**config.mk**
```make
export PLATFORM = sky130hd
export DESIGN_NAME = mc_control_unit
export DESIGN_NICKNAME = d
export VERILOG_FILES = /design/src/rtl/mc_control_unit.sv
export SDC_FILE = /design/constraint.sdc
export NUM_CORES = 1
export LEC_CHECK = 0
export ABC_CLOCK_PERIOD_IN_PS = 1700
export CAP_MARGIN = 20
export CORE_MARGIN = 2
export CORE_UTILIZATION = 46
export CTS_CLUSTER_SIZE = 30
export DETAILED_ROUTE_END_ITERATION = 8
export PLACE_DENSITY = 0.92
export REMOVE_ABC_BUFFERS = 1
export SYNTH_ARGS = -nofsm -noshare
export SYNTH_HDL_FRONTEND = slang
export SYNTH_SLANG_ARGS = --single-unit
```
**constraint.sdc**
```tcl
create_clock -name clk -period 1.7 [get_ports clk]
set_input_delay 0.34 -clock clk [delete_from_list [all_inputs] [get_ports clk]]
set_output_delay 0.34 -clock clk [all_outputs]
set_load 0.005 [all_outputs]
```
**src/rtl/mc_control_unit.sv**
```systemverilog
// mc_control_unit: multi-cycle RV32I main controller sequencing FETCH..WRITEBACK.
// Define ILLEGAL_TRAP_EN to trap unsupported opcodes/branch funct3 in a sticky HALT state.
module mc_control_unit #(
  parameter int unsigned MAX_WAIT = 16
) (
  input  logic       clk,
  input  logic       reset_n,
  input  logic [6:0] opcode,
  input  logic [2:0] funct3,
  input  logic       funct7b5,
  input  logic       Z,
  input  logic       mem_ready,
  output logic       mem_req,
  output logic       MemWrite,
  output logic       AdrSrc,
  output logic       IRWrite,
  output logic       PCWrite,
  output logic       RegWrite,
  output logic [1:0] ALUSrcA,
  output logic [1:0] ALUSrcB,
  output logic [1:0] ResultSrc,
  output logic [3:0] ALU_control,
  output logic       mem_err,
  output logic       illegal
);

  localparam int unsigned WaitW = $clog2(MAX_WAIT + 1);

  localparam logic [6:0] OpLoad  = 7'b0000011;
  localparam logic [6:0] OpStore = 7'b0100011;
  localparam logic [6:0] OpR     = 7'b0110011;
  localparam logic [6:0] OpI     = 7'b0010011;
  localparam logic [6:0] OpLui   = 7'b0110111;
  localparam logic [6:0] OpBr    = 7'b1100011;
  localparam logic [6:0] OpJal   = 7'b1101111;

  localparam logic [3:0] AluAdd  = 4'b0000;
  localparam logic [3:0] AluSub  = 4'b0001;
  localparam logic [3:0] AluAnd  = 4'b0010;
  localparam logic [3:0] AluOr   = 4'b0011;
  localparam logic [3:0] AluSlt  = 4'b0100;
  localparam logic [3:0] AluSltu = 4'b0101;
  localparam logic [3:0] AluXor  = 4'b0110;
  localparam logic [3:0] AluLui  = 4'b0111;
  localparam logic [3:0] AluSll  = 4'b1000;
  localparam logic [3:0] AluSra  = 4'b1001;
  localparam logic [3:0] AluSrl  = 4'b1010;

  typedef enum logic [3:0] {
    StFetch, StDecode, StMemAdr, StMemRead, StMemWb, StMemWrite,
    StExecR, StExecI, StAluWb, StBranch, StJal, StHalt
  } state_e;

`ifdef ILLEGAL_TRAP_EN
  localparam state_e StIllegal = StHalt;
`else
  localparam state_e StIllegal = StFetch;
`endif

  state_e           state_q, state_d;
  logic [WaitW-1:0] wait_q, wait_d;
  logic             wait_full;

  // alt selects sub for funct3 000 and sra for funct3 101
  function automatic logic [3:0] alu_dec(input logic [2:0] f3, input logic alt);
    logic [3:0] op;
    unique case (f3)
      3'b000:  op = alt ? AluSub : AluAdd;
      3'b001:  op = AluSll;
      3'b010:  op = AluSlt;
      3'b011:  op = AluSltu;
      3'b100:  op = AluXor;
      3'b101:  op = alt ? AluSra : AluSrl;
      3'b110:  op = AluOr;
      default: op = AluAnd;
    endcase
    return op;
  endfunction

  always_ff @(posedge clk or negedge reset_n) begin
    if (!reset_n) begin
      state_q <= StFetch;
      wait_q  <= '0;
    end else begin
      state_q <= state_d;
      wait_q  <= wait_d;
    end
  end

  assign wait_full = (wait_q == WaitW'(MAX_WAIT));

  always_comb begin
    state_d     = state_q;
    wait_d      = '0;
    mem_req     = 1'b0;
    MemWrite    = 1'b0;
    AdrSrc      = 1'b0;
    IRWrite     = 1'b0;
    PCWrite     = 1'b0;
    RegWrite    = 1'b0;
    ALUSrcA     = 2'b00;
    ALUSrcB     = 2'b00;
    ResultSrc   = 2'b00;
    ALU_control = AluAdd;
    mem_err     = 1'b0;
    illegal     = 1'b0;

    unique case (state_q)
      StFetch: begin
        mem_req   = 1'b1;
        ALUSrcB   = 2'b10;
        ResultSrc = 2'b10;
        if (mem_ready) begin
          IRWrite = 1'b1;
          PCWrite = 1'b1;
          state_d = StDecode;
        end else if (wait_full) begin
          mem_req = 1'b0;
          mem_err = 1'b1;
        end else begin
          wait_d = wait_q + 1'b1;
        end
      end
      StDecode: begin
        ALUSrcA = 2'b01;
        ALUSrcB = 2'b01;
        case (opcode)
          OpLoad, OpStore: state_d = StMemAdr;
          OpR:             state_d = StExecR;
          OpI, OpLui:      state_d = StExecI;
          OpBr:            state_d = (funct3[2:1] == 2'b01) ? StIllegal : StBranch;
          OpJal:           state_d = StJal;
          default:         state_d = StIllegal;
        endcase
      end
      StMemAdr: begin
        ALUSrcA = 2'b10;
        ALUSrcB = 2'b01;
        state_d = (opcode == OpLoad) ? StMemRead : StMemWrite;
      end
      StMemRead: begin
        mem_req = 1'b1;
        AdrSrc  = 1'b1;
        if (mem_ready) begin
          state_d = StMemWb;
        end else if (wait_full) begin
          mem_req = 1'b0;
          mem_err = 1'b1;
          state_d = StFetch;
        end else begin
          wait_d = wait_q + 1'b1;
        end
      end
      StMemWb: begin
        ResultSrc = 2'b01;
        RegWrite  = 1'b1;
        state_d   = StFetch;
      end
      StMemWrite: begin
        mem_req  = 1'b1;
        MemWrite = 1'b1;
        AdrSrc   = 1'b1;
        if (mem_ready) begin
          state_d = StFetch;
        end else if (wait_full) begin
          mem_req  = 1'b0;
          MemWrite = 1'b0;
          mem_err  = 1'b1;
          state_d  = StFetch;
        end else begin
          wait_d = wait_q + 1'b1;
        end
      end
      StExecR: begin
        ALUSrcA     = 2'b10;
        ALU_control = alu_dec(funct3, funct7b5);
        state_d     = StAluWb;
      end
      StExecI: begin
        ALUSrcA     = 2'b10;
        ALUSrcB     = 2'b01;
        // immediate funct3 000 has no sub form; instr[30] only matters for srai
        ALU_control = (opcode == OpLui) ? AluLui :
                      alu_dec(funct3, (funct3 == 3'b101) && funct7b5);
        state_d     = StAluWb;
      end
      StAluWb: begin
        RegWrite = 1'b1;
        state_d  = StFetch;
      end
      StBranch: begin
        ALUSrcA = 2'b10;
        state_d = StFetch;
        case (funct3)
          3'b000: begin ALU_control = AluSub;  PCWrite = Z;  end
          3'b001: begin ALU_control = AluSub;  PCWrite = ~Z; end
          3'b100: begin ALU_control = AluSlt;  PCWrite = ~Z; end
          3'b101: begin ALU_control = AluSlt;  PCWrite = Z;  end
          3'b110: begin ALU_control = AluSltu; PCWrite = ~Z; end
          3'b111: begin ALU_control = AluSltu; PCWrite = Z;  end
          default: ;
        endcase
      end
      StJal: begin
        ALUSrcA = 2'b01;
        ALUSrcB = 2'b10;
        PCWrite = 1'b1;
        state_d = StAluWb;
      end
      StHalt: begin
`ifdef ILLEGAL_TRAP_EN
        illegal = 1'b1;
        state_d = StHalt;
`else
        state_d = StFetch;
`endif
      end
      default: state_d = StFetch;
    endcase

    // Outputs go quiet the moment reset asserts, even mid-access.
    if (!reset_n) begin
      mem_req     = 1'b0;
      MemWrite    = 1'b0;
      AdrSrc      = 1'b0;
      IRWrite     = 1'b0;
      PCWrite     = 1'b0;
      RegWrite    = 1'b0;
      ALUSrcA     = 2'b00;
      ALUSrcB     = 2'b00;
      ResultSrc   = 2'b00;
      ALU_control = AluAdd;
      mem_err     = 1'b0;
      illegal     = 1'b0;
    end
  end

endmodule
```
==> flow_summary.ini, run 1 <==
[clocking]
clockRootBuffer = clkbuf_4
cts_hold_buf = 0
clkSinkCount = 9
htree_num_levels = 1
cts_buffer_depth = 2
cts-buffers-inserted = 3

[floorplanning]
io_pins = 33
initial_core_util = 0.472
fp.dieH_um = 51.0
rows = 17
die_x_um = 51.0

[logic_synthesis]
synth_edf_count = 0
ys_seq_elements = 9
synthCells = 133
synthArstFlopShare = 1.00
synth_warnings = 0
ys_seq_area_frac = 0.222
synth_area_mm2 = 0.00101
synth_cell_types = 45
avgSynthCellArea_um2 = 7.63
synthFlopType = dfrtp_1

[timing]
grt_worst_setup_endpoint = mem_err
worstEndpointType = top-level output

[placed_design]
gp_congestion = 0.902
io_buffers = 31
dp_hpwl_um = 2430

[outcome]
status = did not finish
stop_stage = global routing
error_line = [ERROR DPL-0038] Utilization greater than 100%, impossible to legalize

[global_routing]
grt_max_degree = 19
[cell usage after synthesis (3+ instances only)]
master,instances,share of area
a21oi_1,6,0.030
and3_1,4,0.025
buf_2,4,0.020
clkbuf_1,5,0.018
dfrtp_1,9,0.22
inv_1,5,0.018
nand2_1,10,0.037
nand2b_1,3,0.018
nand3_1,6,0.030
nand3b_1,3,0.022
nor2_1,12,0.044
nor2b_1,5,0.031
nor3_1,3,0.015
nor3b_1,5,0.037
nor4b_1,4,0.035
o21ai_0,3,0.015
xnor2_1,8,0.069
xor2_1,3,0.026
[logic make-up after synthesis]
| logic type | count (synthesis) | synth area share |
|---|---|---|
| xor gates and xnor gates | 11 | 0.0950 |
| and+or+nand+nor | 70 | 0.424 |
| DFF | 9 | 0.222 |
| adders and majority gates | 2 | 0.0247 |
| muxes | 2 | 0.0197 |
| AOI/OAI and AO/OA | 22 | 0.143 |
| other | 1 | 0.00370 |
| buffers and inverters | 16 | 0.0678 |
[per-stage QoR]
stage | setup WS, ps | hold WS (ps) | cell area, um^2 | cells | setup TNS, ps
detailed placement | -790 | 533 | 1650 | 226 | -10000
global placement | -699 | 514 | 1650 | 226 | -9380
CTS | -353 | 181 | 1930 | 244 | -3430
floorplan | -165 | 44.4 | 965 | 122 | -243
[what timing repair did]
action | CTS
buffers inserted | 16
pin swaps | 26
cloned | 0
setup endpoints to repair | 20
gates resized for setup | 135
==> inputs of run 2 (changes only) <==
--- a/config.mk
+++ b/config.mk
@@ -7,11 +7,10 @@
 export LEC_CHECK = 0
 export ABC_CLOCK_PERIOD_IN_PS = 1700
 export CAP_MARGIN = 20
-export CORE_MARGIN = 2
-export CORE_UTILIZATION = 46
-export CTS_CLUSTER_SIZE = 30
+export CORE_AREA = 2 2 63 65
 export DETAILED_ROUTE_END_ITERATION = 8
-export PLACE_DENSITY = 0.92
+export DIE_AREA = 0 0 65 67
+export PLACE_DENSITY_LB_ADDON = 0.15
 export REMOVE_ABC_BUFFERS = 1
 export SYNTH_ARGS = -nofsm -noshare
 export SYNTH_HDL_FRONTEND = slang
==> flow_summary.ini, run 2 <==
[setup_path]
critPathMaxStageDelay_ps = 430
reg2reg_depth = 7
worst-path-buf-inv = 3
critPathSlowestCell = dfrtp_2
critPathCaptureType = output pin
reg2reg_to = state_q[0]
r2r-start = state_q[2]
crit_required_ps = 1360
cp-start-kind = flop
critical-path-top-delay-family = simple AND/OR/NAND/NOR gates
critPathMaxFanout = 4
r2r_slack_ps = -20
worstSetupPathType = reg -> out
cp_data_arrival_time_ps = 1740
path_common_cell = buf_6
crit_chain = buf_6 -> xnor2_4 -> mux2i_2 -> or3b_4 -> buf_6 -> nor2_4 -> buf_2

[floorplanning]
initial_core_util = 0.281
design.die.area_mm2 = 0.00436
rows = 22
core_area_mm2 = 0.00361
die_x_um = 65
io_pins = 33
fp.dieH_um = 67

[logic_synthesis]
yosysMostFrequentCell = nor2_1
synth_cell_types = 45
synthTopCellsByArea = dfrtp_1, xnor2_1, nor2_1
synth_area_mm2 = 0.00101
yosysTopAreaCell = dfrtp_1
ys_top_cells_by_count = nor2_1, nand2_1, dfrtp_1, xnor2_1
synthArstFlopShare = 1.00
synthCells = 133
synth_edf_count = 0
ys_seq_elements = 9
synth_warnings = 0
avgSynthCellArea_um2 = 7.63
synthFlopType = dfrtp_1
ys_seq_area_frac = 0.222
synth.top_cell.area_share = 0.222

[clocking]
cts-buffers-inserted = 3
clock_latency_ps = 230
clockRootBuffer = clkbuf_8
clkSinkCount = 9
path_clk_slew_ps = 50
tritoncts = built
cts_buffer_depth = 2
htree_num_levels = 1

[pwr]
vdd_drop_max_mv = 0.308
powerDensity_mw_per_mm2 = 827
p_leak_uw = 0.000934
total_power_uw = 1760

[timing]
rsz0062_at_grt = true
fmax_mhz = 481
drv_slew = 0
whs_ps = 214
finalHoldViolations = 0
setup_viol = 18
clock_skew_ps = 3.45
fin_crit_ps = 2080
worst_slack_ps = -378
post-route-period-util = 1.22

[drt]
postRouteAntennaNets = 0
dr_total_vias = 1311
viasPerCell = 4.87
routedWlPerCell_um = 13.8
drtIter0Drc = 36
routed_wl_um = 3700
detail_route.first_pass.iterations = 4
drc = 0

[placed_design]
gp_congestion = 0.769
dp_cells = 246
dp_slack_ps = -794
dp_hpwl_um = 2370
io_buffers = 31

[global_routing]
grt.overflow.total = 0
grt_use_met2 = 0.323
globalRouteTotalUtil = 0.175
grt_max_degree = 19
grt_pass1_wl_um = 5970
antenna_found_initial = 0
grt_use_met1 = 0.208
use_met3 = 0.0152
grt_pass1_vias = 1368
busiest_layer = met2

[outcome]
status = complete, but fails checks
failed_checks = negative setup slack

[cells_and_area]
area_growth_pct = 110
nNetsFinal = 239
final_common_cell = buf_4
fin_cells = 269
top_register = wait_q
mostFrequentLayoutCells = buf_4, buf_6, buf_2, dlygate4sd2_1, nor2_1
drive_above_1_share = 0.593
final_util = 0.590
largest_reg_flops = 5
reg_top3 = wait_q: 5 flops, state_q: 4 flops
antenna-diode-count = 0

[hold_path]
hold_path.class = in -> async

[run]
cap_violations = 0
[run 2: cell counts after synthesis]
Identical to the previous run, type by type.
[run 2: report_power, final]
part | total (uW) | switching, uW | internal, uW
clock network | 248 | 84.3 | 163
logic | 1210 | 488 | 726
registers | 297 | 49.0 | 248
[run 2: worst max path at each step]
stage          cells past startpoint        endpoint  startpoint  slack [ps]
2_1_floorplan                      4         mem_err  state_q[1]        -160
3_5_place_dp                       6  ALU_control[2]   opcode[6]        -790
6_report                           7         mem_req  state_q[2]        -380
3_3_place_gp                       6  ALU_control[2]   opcode[6]        -720
4_1_cts                            7         mem_req  state_q[2]        -440
5_1_grt                            7         mem_req  state_q[2]        -480
[run 2: per-layer routing]
layer / up-vias / wire length (um)
met3: 6 / 113
met5: - / 0
li1: 648 / -
met1: 629 / 1560
met2: 28 / 2000
met4: 0 / 27
[run 2: logic make-up (layout without fill, tap and decap cells)]
family	count (synthesis)	after routing	share of synthesized area
other	1	1	0.00370
AO/OA/AOI/OAI	22	22	0.143
flip-flops	9	9	0.222
adder cells (fa/ha/maj)	2	2	0.0247
XOR/XNOR	11	11	0.0950
AND/OR/NAND/NOR	70	70	0.424
buffers and inverters	16	104	0.0678
multiplexers	2	2	0.0197
[run 2: area by class of cell]
type                    count  area (um^2)
fillers                   322         1480
multi-input cells         108          997
repair buffers             95          778
flip-flops and latches      9          228
well taps                  48         60.1
clock buffers               4         45.0
inverters                   5         18.8
[run 2: repair_timing]
item	in CTS	in global routing
pin swaps	31	21
setup buffers	13	13
endpoints found under the setup margin	20	26
hold buffers	0	0
resized for setup	133	32
[run 2: per-stage QoR]
step | instance area [um^2] | setup TNS, ps
2_1_floorplan | 965 | -243
3_3_place_gp | 1670 | -10050
3_5_place_dp | 1670 | -10230
4_1_cts | 1950 | -3450
5_1_grt | 2130 | -4670
6_report | 2130 | -3180
(Power assumes the default switching activity.)
==> inputs of run 3 (changes only) <==
--- a/config.mk
+++ b/config.mk
@@ -10,7 +10,7 @@
 export CORE_AREA = 2 2 63 65
 export DETAILED_ROUTE_END_ITERATION = 8
 export DIE_AREA = 0 0 65 67
-export PLACE_DENSITY_LB_ADDON = 0.15
+export PLACE_DENSITY = 0.65
 export REMOVE_ABC_BUFFERS = 1
 export SYNTH_ARGS = -nofsm -noshare
 export SYNTH_HDL_FRONTEND = slang
==> flow_summary.ini, run 3 (synthesis results as in run 2) <==
[floorplanning]
initial_core_util = 0.281
io_pins = 33
fp.dieH_um = 67
design.die.area_mm2 = 0.00436
core_area_mm2 = 0.00361
die_x_um = 65
rows = 22

[clocking]
tritoncts = built
clkSinkCount = 9
cts_buffer_depth = 2
cts_hold_buf = 0
cts-buffers-inserted = 3
clockRootBuffer = clkbuf_8
path_clk_slew_ps = 50
clock_latency_ps = 230
htree_num_levels = 1

[cells_and_area]
seq_area_um2 = 229
reg_top3 = wait_q: 5 flops, state_q: 4 flops
largest_reg_flops = 5
fin_cells = 263
area_growth_pct = 101
nFillCells = 336
mostFrequentLayoutCells = buf_4, buf_2, buf_6, nor2_1, dlygate4sd2_1
final_util = 0.566
top_register = wait_q
antenna-diode-count = 0
final_common_cell = buf_4
drive_above_1_share = 0.567
multi_input_area_um2 = 980
nNetsFinal = 233

[placed_design]
dp_slack_ps = -746
dp_cells = 248
io_buffers = 31
gp_congestion = 0.827
dp_hpwl_um = 2390

[outcome]
failed_checks = negative setup slack
status = complete, but fails checks

[global_routing]
grt_pass1_vias = 1352
antenna_found_initial = 0
grt.overflow.total = 0
grt_max_degree = 19
globalRouteTotalUtil = 0.171
grt_pass1_wl_um = 5870

[setup_path]
cp-start-kind = flop
cp_data_arrival_time_ps = 1670
critPathMaxFanout = 4
worstSetupPathType = reg -> out
r2r_slack_ps = 10
startpoint = state_q[2]
critPathCaptureType = output pin
crit_required_ps = 1360
reg2reg_depth = 7
reg2reg_to = state_q[3]
r2r-start = state_q[2]

[pwr]
p_sw_uw = 572
switching_share = 0.361
total_power_uw = 1580
intPower_uw = 1010
vdd_drop_max_mv = 0.367
p_clk_frac = 0.156
p_leak_uw = 0.000899
powerDensity_mw_per_mm2 = 776
seq_power_share = 0.181
combPwrFrac = 0.663

[drt]
viasPerCell = 5.07
routed_wl_um = 3750
routedWlPerCell_um = 14.2
drtIter0Drc = 32
postRouteAntennaNets = 0
detail_route.first_pass.iterations = 4
dr_total_vias = 1334
drc = 0

[timing]
post-route-period-util = 1.18
worst_slack_ps = -312
fin_crit_ps = 2010
finalHoldViolations = 0
fmax_mhz = 497
clock_skew_ps = 0.629
setup_viol = 17
rsz0062_at_grt = true
drv_slew = 0
setup_tns_ps = -2670

[hold_path]
hold_path.class = in -> async

[run]
cap_violations = 0
[run 3: changes by cell type in the layout (fill, tap and decap cells not counted), moves of 2 or more]
| cell | change |
|---|---|
| clkbuf_2 | +2 |
| xnor2_1 | +2 |
| xnor2_2 | -3 |
| buf_6 | -6 |
| nor2_1 | +2 |
| dlygate4sd2_1 | -4 |
[run 3: how the worst max path moves through the flow]
stage	end	slack, ps
global placement	ALU_control[2]	-710
detailed placement	ALU_control[2]	-750
floorplan	mem_err	-160
global route	mem_err	-370
CTS	mem_err	-310
finish	mem_err	-310
[run 3: per-layer routing]
metal	global-route usage	part of all wire	vias to the layer above
met3	0.0304	0.037	6
met2	0.336	0.53	41
li1	-	-	634
met1	0.190	0.41	653
met4	0.0372	0.015	0
met5	0	0	-
[run 3: per-stage QoR]
step           hold slack [ps]  area (um^2)
5_1_grt                    219         2040
4_1_cts                    528         1920
6_report                   211         2040
3_3_place_gp               514         1690
2_1_floorplan             44.4          965
3_5_place_dp               522         1690
[run 3: worst max-delay path, stage by stage (launching register included)]
cell     delay, ps
dfrtp_2        440
xnor2_2        200
mux2i_1        130
or3b_4         390
nor3b_2        150
buf_2          130
[run 3: power groups by stage]
stage / Combinational, uW / Sequential [uW] / Clock (uW)
3_3_place_gp: 737 / 281 / 0
2_1_floorplan: 283 / 302 / 0
5_1_grt: 1130 / 292 / 264
6_report: 1050 / 287 / 247
4_1_cts: 958 / 286 / 249
3_5_place_dp: 759 / 282 / 0
[run 3: final cells by class]
cell class                 count  area share
sequential                     9       0.112
inverter                       5     0.00919
clock buffer                   4      0.0221
tap                           48      0.0294
timing repair buffer          89       0.347
multi-input combinational    108       0.480
[run 3: what timing repair did]
item / in CTS / in global routing
gates cloned: 0 / 0
endpoints found under the setup margin: 20 / 20
gates resized for setup: 112 / 35
buffers inserted: 10 / 5
pin swaps: 21 / 18
